--- config.mk ---
export PLATFORM = sky130hd
export DESIGN_NAME = seq_detect_param_flat
export DESIGN_NICKNAME = d
export VERILOG_FILES = /design/src/rtl/seq_detect_param_if.sv /design/src/rtl/seq_detect_param.sv /design/src/flat_wrapper.sv
export SDC_FILE = /design/constraint.sdc
export NUM_CORES = 1
export LEC_CHECK = 0
export CORE_UTILIZATION = 41
export DETAILED_ROUTE_END_ITERATION = 16
export GPL_TIMING_DRIVEN = 0
export PLACE_DENSITY_LB_ADDON = 0.05
export SYNTH_ARGS = -nofsm -noshare
export SYNTH_HDL_FRONTEND = slang
export SYNTH_SLANG_ARGS = --single-unit
--- constraint.sdc ---
create_clock -name clk -period 1.95 [get_ports clk]
set_clock_uncertainty 0.2 [all_clocks]
set_input_delay 0.2925 -clock clk [delete_from_list [all_inputs] [get_ports clk]]
set_output_delay 0.2925 -clock clk [all_outputs]
set_load 0.05 [all_outputs]
--- src/rtl/seq_detect_param_if.sv ---
// seq_detect_param_if: serial stream, control and match-status signals of the sequence detector
interface seq_detect_param_if #(
  parameter int CNT_W = 8
);
  logic             data_valid;
  logic             data;
  logic             overlap_en;
  logic             clr_cnt;
  logic             flag;
  logic [CNT_W-1:0] match_cnt;
  modport master (output data_valid, data, overlap_en, clr_cnt, input flag, match_cnt);
  modport slave  (input data_valid, data, overlap_en, clr_cnt, output flag, match_cnt);
endinterface

--- src/rtl/seq_detect_param.sv ---
// seq_detect_param: masked sliding-window bit-sequence detector with overlap mode and saturating match counter
module seq_detect_param #(
  parameter int                 SEQ_LEN = 4,
  parameter logic [SEQ_LEN-1:0] PATTERN = 4'b1011,
  parameter logic [SEQ_LEN-1:0] MASK    = 4'b1111,
  parameter int                 CNT_W   = 8
) (
  input logic               clk,
  input logic               rst,
  seq_detect_param_if.slave bus
);
  localparam int FW = $clog2(SEQ_LEN);
  localparam logic [FW-1:0] FULL = FW'(SEQ_LEN - 1);
  // Only the youngest SEQ_LEN-1 bits are kept; the oldest history bit would fall out of every window.
  logic [SEQ_LEN-2:0] hist;
  logic [SEQ_LEN-1:0] window;
  logic [FW-1:0]      fill, fill_nxt;
  logic [CNT_W-1:0]   cnt_nxt;
  logic               match;
  always_comb begin
    window   = {hist, bus.data};
    match    = bus.data_valid && fill == FULL && ((window ^ PATTERN) & MASK) == '0;
    fill_nxt = !bus.data_valid ? fill :
               match           ? (bus.overlap_en ? fill : '0) :
               fill == FULL    ? fill : fill + FW'(1);
    cnt_nxt  = bus.clr_cnt                       ? '0 :
               (match && !(&bus.match_cnt))      ? bus.match_cnt + CNT_W'(1) : bus.match_cnt;
  end
  always_ff @(posedge clk or negedge rst)
    if (!rst) begin
      hist          <= '0;
      fill          <= '0;
      bus.flag      <= 1'b0;
      bus.match_cnt <= '0;
    end else begin
      if (bus.data_valid) hist <= window[SEQ_LEN-2:0];
      fill          <= fill_nxt;
      bus.flag      <= match;
      bus.match_cnt <= cnt_nxt;
    end
endmodule
--- src/flat_wrapper.sv ---
// flat-port wrapper written by rule: the top's interface ports become plain ports
module seq_detect_param_flat 
#(
  parameter int                 SEQ_LEN = 4,
  parameter logic [SEQ_LEN-1:0] PATTERN = 4'b1011,
  parameter logic [SEQ_LEN-1:0] MASK    = 4'b1111,
  parameter int                 CNT_W   = 8
)
  (clk, rst, bus_data_valid, bus_data, bus_overlap_en, bus_clr_cnt, bus_flag, bus_match_cnt);
  seq_detect_param_if #(.CNT_W(CNT_W)) bus_i ();
  input logic clk;
  input logic rst;
  input wire logic [$bits(bus_i.data_valid)-1:0] bus_data_valid;
  input wire logic [$bits(bus_i.data)-1:0] bus_data;
  input wire logic [$bits(bus_i.overlap_en)-1:0] bus_overlap_en;
  input wire logic [$bits(bus_i.clr_cnt)-1:0] bus_clr_cnt;
  output wire logic [$bits(bus_i.flag)-1:0] bus_flag;
  output wire logic [$bits(bus_i.match_cnt)-1:0] bus_match_cnt;
  assign bus_i.data_valid = bus_data_valid;
  assign bus_i.data = bus_data;
  assign bus_i.overlap_en = bus_overlap_en;
  assign bus_i.clr_cnt = bus_clr_cnt;
  assign bus_flag = bus_i.flag;
  assign bus_match_cnt = bus_i.match_cnt;
  seq_detect_param #(.SEQ_LEN(SEQ_LEN), .PATTERN(PATTERN), .MASK(MASK), .CNT_W(CNT_W)) u_core (.clk(clk), .rst(rst), .bus(bus_i));
endmodule
==> metrics.md, run 1 <==
| Metric | Value |
|---|---|
| Mean number of vias per cell | around 5.7 |
| Routed wire length on met2 | ~600 um |
| Post-synth EDFFs | 0 |
| Pwr Density | approximately 780 mW/mm^2 |
| IR Drop Worst-Case VDD | approximately 0.00043 V |
| Drt first-iter violations | 5 |
| Instance count of the mapped netlist | just over 60 |
| Initial Util | between 40 and 50% |
| Final std cell area, no fill | 856 sq um |
| Worst slew margin relative to its limit | between 50% and 60% |
| Seq. cell area | around 350 sq um |
| CP endpoint kind | flip-flop |
| Clock tree root driver cell | sky130_fd_sc_hd__clkbuf_4 |
| CTS H-tree depth | 1 |
| Number of nets with antenna violations after routing | 0 |
| Proportion of synthesized flip-flops having asynchronous set or reset | 100% |
| IO buf count | 12 |
| Routed wire length | 1330 um |
| Wire length of the first global-routing pass | ~2200 um |
| Full die area | roughly 0.0018 sq mm |
| Met1 routed wirelength after detailed routing | between 600 and 700 um |
| Warnings, synthesis | 0 |
| Met3 wirelength from detailed routing | about 32 um |
| Synth unique cells | 24 |
| Main flop type after synthesis | sky130_fd_sc_hd__dfrtp_1 |
| Largest net degree at the start of global routing | 15 |
| Crit path setup slack, layout | around 0.044 ns |
| Max Buffers Root-to-Sink | 2 |
| Worst Max-Slew Pin Slew | 0.656 ns |
| Multi-input gate area | a little over 300 sq um |
| Number of iterations in the first detailed-routing pass | 3 |
| Final hold viol count | 0 |
| Cell taking the most area after synthesis | sky130_fd_sc_hd__dfrtp_1 |
| Fmax achieved | approximately 520 MHz |
| Latest clock arrival within the worst-skew pair | 0.28 ns |
| Hold_sp | bus_data_valid |
| Result of the run | complete, no violations |
| Lkg Pwr | approximately 0.38 nW |
| Ant diodes | 0 |
| Number of remaining DRC errors | 0 |
| Nature of the critical path startpoint | flip-flop |
| Data arrival, critical path | 1.91 ns |
| Worst Setup SP | u_core.bus.match_cnt[0] |
| Worst r2r src | u_core.bus.match_cnt[0] |
| Synth-to-Final Area Change | 26.4% |
| Clock transition at the registers of the reported paths | about 0.09 ns |
| Sequential cell area fraction in the yosys report | about half |
| Syn nets | 69 |
| Overall global routing resource usage | about 17% |
| Number of cell rows | 14 |
| Hpwl dp | between 800 and 900 um |
| Most frequent cells after synthesis | sky130_fd_sc_hd__dfrtp_1 (14), sky130_fd_sc_hd__a21oi_1 (6), sky130_fd_sc_hd__mux2_2 (4), sky130_fd_sc_hd__nand3_1 (4), sky130_fd_sc_hd__o21ai_0 (4) |
| Quantity of hold-fixing buffers added after cts | 0 |
| Global route overflow | 0 |
| Pre-CTS setup slack | -0.203 ns |
| Count of vias placed by the detailed router | around 530 |
| Placed cell area | slightly above 800 sq um |
| DR WL/cell | about 14 um |
| Highest metal layer used by the detailed router | met4 |
| Die Y | approximately 43 um |
| Required time reported for the critical path endpoint | 1.96 ns |
| Proportion of layout cells with a drive suffix above 1 | between 20% and 30% |
| Most frequently used cell type in the post-synthesis netlist | sky130_fd_sc_hd__dfrtp_1 |
| Share of the core filled with cells in the final layout | 56.2% |
| Number of CTS-inserted buffers | 3 |
| Share of the cycle needed by the critical path after routing | between 90 and 100% |
| Setup-violating endpoint count in the final report | 0 |
| Maximum fanout encountered on the critical timing path | 10 |
| Top cells by area in the synthesized netlist | sky130_fd_sc_hd__dfrtp_1 (52%), sky130_fd_sc_hd__mux2_2 (6.7%), sky130_fd_sc_hd__a21oi_1 (4.4%) |
| Number of antenna violations at the first check in global routing | 0 |
| Clock tree from TritonCTS | done |
| Start-to-end type of the worst setup path | reg2reg |
| Post-synthesis instance area | approximately 680 sq um |
| Routability Congestion | 0.706 |
| Count of fill cells added during filler insertion | 140 |
| Type of the worst min-delay path | in2reg |
| Via count of the first global-routing pass | between 500 and 600 |
| Register bit total from synthesis | 14 |
| I/O pin cnt | 15 |
| Total core area | around 0.0015 sq mm |
| Sink Count | 14 |
| Number of slew-limit violations in the final report | 0 |
| Final Critical Period | between 1.5 and 2 ns |
| Maximum capacitance violations | 0 |
| Average footprint of a synthesized cell | ~11 sq um |
| DIE WIDTH | between 40 and 50 um |
| Number of nets in the finished design | between 80 and 90 |
| Top-area cell type share of the netlist area | about half |
kinds of logic (layout without fill, tap and decap cells):
kind of cell    Yosys count  count (layout)  synth area share (%)
xor+xnor                  1               1                  1.29
simple gates             20              20                  17.4
mux                       5               5                  8.13
flops                    14              14                  51.8
fa+ha+maj                 2               2                  3.70
buf+inv                   4              21                  3.51
compound gates           15              15                  14.2
report_power, final:
part	leakage, nW	total [mW]	internal [mW]	switching [mW]
clock network	0.0210	0.214	0.114	0.101
logic	0.182	0.111	0.0606	0.0503
registers	0.181	0.344	0.322	0.0220
flip-flops by register name (all words and copies together) (netlist names):
register	count
u_core.fill	2
u_core.bus.flag	1
u_core.bus.match_cnt	8
u_core.hist	3
per-layer routing:
metal	up-vias	global-route usage (%)
met3	2	2.59
li1	264	-
met2	10	26.1
met1	257	21.9
met4	0	11.3
met5	-	0
per-stage QoR:
step	power [mW]	hold WS, ns	setup TNS, ns	cells
detailed placement	0.462	0.309	-0.961	89
CTS	0.675	0.134	0	93
global placement	0.455	0.290	-0.899	89
floorplan	0.428	-0.203	0	61
global route	0.711	0.143	-0.0220	94
finish	0.670	0.139	0	94
final timing paths:
| check | endpoint | slack [ns] | depth (start not counted) |
|---|---|---|---|
| worst max-delay path | u_core.bus.match_cnt[4] | 0.04 | 6 |
| worst min-delay path | u_core.fill[0] | 0.14 | 2 |
| worst max register to register | u_core.bus.match_cnt[4] | 0.04 | 6 |
| worst min register to register | u_core.fill[1] | 0.33 | 1 |
| max in group asynchronous | u_core.bus.match_cnt[1] | 0.89 | 1 |
| min in group asynchronous | u_core.bus.match_cnt[2] | 0.21 | 1 |
critical path: stages (launching register included):
cell and delay, ns:
sky130_fd_sc_hd__dfrtp_2 0.44, sky130_fd_sc_hd__ha_2 0.22, sky130_fd_sc_hd__nand3_1 0.10, sky130_fd_sc_hd__o2111ai_2 0.17, sky130_fd_sc_hd__buf_6 0.20, sky130_fd_sc_hd__or3_1 0.35
sky130_fd_sc_hd__a21oi_1 0.16
layout make-up:
class	count	share of cell area, %
tap	16	2.34
timing repair buffer	13	13.7
sequential	14	41.2
clock buffer	4	4.24
buffer	3	2.34
multi-input combinational	43	35.7
inverter	1	0.439
cells in the final DEF, fill, tap and decap left out:
cell type	count
sky130_fd_sc_hd__inv_1	1
sky130_fd_sc_hd__o31ai_1	3
sky130_fd_sc_hd__a21oi_1	6
sky130_fd_sc_hd__dfrtp_2	2
sky130_fd_sc_hd__nand2_1	3
sky130_fd_sc_hd__or4_1	3
sky130_fd_sc_hd__buf_1	1
sky130_fd_sc_hd__mux2i_1	1
sky130_fd_sc_hd__nand4_1	1
sky130_fd_sc_hd__or3_1	2
sky130_fd_sc_hd__or3_2	1
sky130_fd_sc_hd__nor2_1	3
sky130_fd_sc_hd__clkbuf_8	1
sky130_fd_sc_hd__o2111ai_2	1
sky130_fd_sc_hd__xor2_1	1
sky130_fd_sc_hd__nand3_1	4
sky130_fd_sc_hd__ha_1	1
sky130_fd_sc_hd__dlygate4sd2_1	8
sky130_fd_sc_hd__and3_2	1
sky130_fd_sc_hd__and4b_1	1
sky130_fd_sc_hd__o21ai_0	4
sky130_fd_sc_hd__buf_2	1
sky130_fd_sc_hd__buf_4	1
sky130_fd_sc_hd__nand4b_1	1
sky130_fd_sc_hd__clkdlybuf4s50_1	4
sky130_fd_sc_hd__a22o_1	1
sky130_fd_sc_hd__buf_6	1
sky130_fd_sc_hd__clkbuf_4	3
sky130_fd_sc_hd__mux2_2	4
sky130_fd_sc_hd__dfrtp_1	12
sky130_fd_sc_hd__ha_2	1
timing repair:
| item | 4_1_cts | 5_1_grt |
|---|---|---|
| resized for setup | 8 | 1 |
| buffers inserted | 0 | 1 |
| setup endpoints to repair | 8 | 5 |
Power figures use the tool's default switching activity.
==> run 2: changes to the inputs <==
- SETUP_SLACK_MARGIN: default -> 0.3
- TNS_END_PERCENT: default -> 30
==> metrics.md, run 2 (same netlist as run 1, synthesis figures left out) <==
| Metric | Value |
|---|---|
| Max reg flops | 8 (unchanged) |
| Count of vias placed by the detailed router | 550 (+3.2%) |
| Clock tree from TritonCTS | done |
| Number of remaining DRC errors | 0 (unchanged) |
| Biggest registers after layout | u_core.bus.match_cnt: 8 flops, u_core.hist: 3 flops, u_core.fill: 2 flops |
| Type of the worst min-delay path | in2reg |
| Seq. cell area | 358 sq um (+1.4%) |
| Routed wire length | 1360 um (+2.2%) |
| Most common library cell in the layout ignoring fill and taps | sky130_fd_sc_hd__dfrtp_1 |
| Global route overflow | 0 (unchanged) |
| Worst Max-Slew Pin Slew | 0.620 ns (-0.0358 ns) |
| Worst r2r src | u_core.bus.match_cnt[1] |
| Number of nets with antenna violations after routing | 0 (unchanged) |
| Die Y | 42.6 um (unchanged) |
| Worst slew margin relative to its limit | 58.5% (+2.4 points) |
| Required time reported for the critical path endpoint | 1.96 ns (about the same) |
| Max Buffers Root-to-Sink | 2 (unchanged) |
| Number of iterations in the first detailed-routing pass | 4 (+1) |
| IR Drop Worst-Case VDD | 0.000577 V (+35%) |
| Sum of internal, switching and leakage power | 0.677 mW (+1.0%) |
| Number of CTS-inserted buffers | 3 (unchanged) |
| Last element of the critical path | u_core.bus.match_cnt[4] |
| CTS H-tree depth | 1 (unchanged) |
| Wire length of the first global-routing pass | 1950 um (-13%) |
| Number of slew-limit violations in the final report | 0 (unchanged) |
| Initial Util | 44.4% (unchanged) |
| Worst flop-to-flop path endpoint | u_core.bus.match_cnt[4] |
| Slack of the worst reg-to-reg path | 0.15 ns (+0.10 ns) |
| Number of nets in the finished design | 92 (+5.7%) |
| IO buf count | 12 (unchanged) |
| Total core area | 0.00152 sq mm (unchanged) |
| Number of antenna violations at the first check in global routing | 0 (unchanged) |
| Fmax achieved | 554 MHz (+5.6%) |
| Share of the cycle needed by the critical path after routing | 92.6% (-5.2 points) |
| Synth-to-Final Area Change | 41.4% |
| Worst Setup SP | u_core.bus.match_cnt[1] |
| Full die area | 0.00182 sq mm (unchanged) |
| Via count of the first global-routing pass | 442 (-14%) |
| Pwr Density | 707 mW/mm^2 (-9.7%) |
| Sink Count | 14 (unchanged) |
| Largest net degree at the start of global routing | 15 (unchanged) |
| CP endpoint kind | flip-flop |
| Lkg Pwr | 0.403 nW (+4.8%) |
| Routability Congestion | 0.702 (-0.62%) |
| Setup-violating endpoint count in the final report | 0 (unchanged) |
| DIE WIDTH | 42.6 um (unchanged) |
| Overall global routing resource usage | 15.0% (-2.1 points) |
| Mean number of vias per cell | 5.56 (-2.0%) |
| Ant diodes | 0 (unchanged) |
| Placed cell area | 842 sq um (+2.7%) |
| DR WL/cell | 13.7 um (-3.0%) |
| Count of fill cells added during filler insertion | 127 (-9.3%) |
| Clock transition at the registers of the reported paths | 0.09 ns (about the same) |
| WHS Path Cells | 2 (unchanged) |
| RSZ-0062 raised after global routing | true |
| Maximum fanout encountered on the critical timing path | 6 (-4) |
| Drt first-iter violations | 6 (+1) |
| Latest clock arrival within the worst-skew pair | 0.28 ns (about the same) |
| Proportion of layout cells with a drive suffix above 1 | 43.4% (+22 points) |
| Final hold viol count | 0 (unchanged) |
| Top library cells by usage in the layout, fill and taps aside | sky130_fd_sc_hd__dfrtp_1 (8), sky130_fd_sc_hd__dfrtp_2 (6), sky130_fd_sc_hd__dlygate4sd2_1 (5), sky130_fd_sc_hd__buf_4 (5) |
| Result of the run | complete, no violations |
| I/O pin cnt | 15 (unchanged) |
| Start-to-end type of the worst setup path | reg2reg |
| Clock tree root driver cell | sky130_fd_sc_hd__clkbuf_4 |
| Final Critical Period | 1.80 ns (-0.101 ns) |
| Hold_ws | 0.108 ns (-0.0310 ns) |
| Length in cells of the worst reg-to-reg path | 6 (unchanged) |
| Data arrival, critical path | 1.82 ns (-0.09 ns) |
| Number of cell rows | 14 (unchanged) |
| Multi-input gate area | 355 sq um (+16%) |
| Hpwl dp | 864 um (-2.6%) |
| Final std cell area, no fill | 957 sq um (+12%) |
| Reg with most FFs | u_core.bus.match_cnt |
| Nature of the critical path startpoint | flip-flop |
| Maximum capacitance violations | 0 (unchanged) |
==> run 2: cell count changes in the layout (fill, tap and decap cells not counted), moves of 2 or more <==
cell,change
sky130_fd_sc_hd__dfrtp_2,+4
sky130_fd_sc_hd__clkdlybuf4s15_2,+3
sky130_fd_sc_hd__a21oi_1,-3
sky130_fd_sc_hd__a21oi_2,+3
sky130_fd_sc_hd__dfrtp_1,-4
sky130_fd_sc_hd__clkdlybuf4s50_1,-2
sky130_fd_sc_hd__buf_4,+4
sky130_fd_sc_hd__dlygate4sd2_1,-3
==> run 2: repair_timing <==
action / in CTS / in global routing
cloned: 0 / 1
resized for setup: 15 / 12
endpoints found under the setup margin: 16 / 14
hold buffers: 0 / 0
buffers inserted: 0 / 5
pin swaps: 0 / 7
==> run 2: routing by layer <==
layer	GRT usage, %	vias to the layer above	routed length, um
met5	0	-	0
met4	7.50	0	20
met3	6.47	4	65
met2	20.6	16	584
met1	19.7	256	686
li1	-	274	-
==> run 2: worst min path at each step <==
| stage | from | to | slack [ns] |
|---|---|---|---|
| after floorplan | rst | u_core.bus.flag | -0.20 |
| after global placement | u_core.fill[1] | u_core.fill[1] | 0.29 |
| after detailed placement | u_core.fill[1] | u_core.fill[1] | 0.30 |
| after CTS | bus_data_valid | u_core.fill[0] | 0.12 |
| after global routing | bus_data | u_core.hist[0] | 0.13 |
| final | bus_data | u_core.hist[0] | 0.11 |
==> run 2: final cells by class <==
type	instances	area share, %
well taps	16	2.09
clock buffers	4	3.79
repair buffers	18	17.1
plain buffers	3	2.09
flip-flops and latches	14	37.4
multi-input cells	43	37.1
inverters	1	0.392
==> run 2: worst max-delay path, cell delays in order, from the launching register on <==
cell and delay (ns):
sky130_fd_sc_hd__dfrtp_2 0.44, sky130_fd_sc_hd__ha_4 0.18, sky130_fd_sc_hd__nand3_4 0.08, sky130_fd_sc_hd__o2111ai_4 0.18
sky130_fd_sc_hd__buf_6 0.18, sky130_fd_sc_hd__or3_1 0.35, sky130_fd_sc_hd__a21oi_2 0.13
==> run 2: power by group <==
part           switching [mW]  internal (mW)  leakage (nW)
combinational          0.0569         0.0668         0.208
clock                  0.0957          0.114        0.0210
sequential             0.0211          0.322         0.175
==> run 2: metrics by stage <==
| stage | instances | TNS, ns | setup slack (ns) | utilization [%] |
|---|---|---|---|---|
| final | 99 | 0 | 0.145 | 62.8 |
| after global routing | 99 | 0 | 0.0834 | 62.8 |
| after CTS | 93 | 0 | 0.108 | 57.4 |
| after detailed placement | 89 | -0.898 | -0.182 | 55.3 |
| after global placement | 89 | -0.927 | -0.201 | 55.3 |
| after floorplan | 61 | 0 | 0.103 | - |
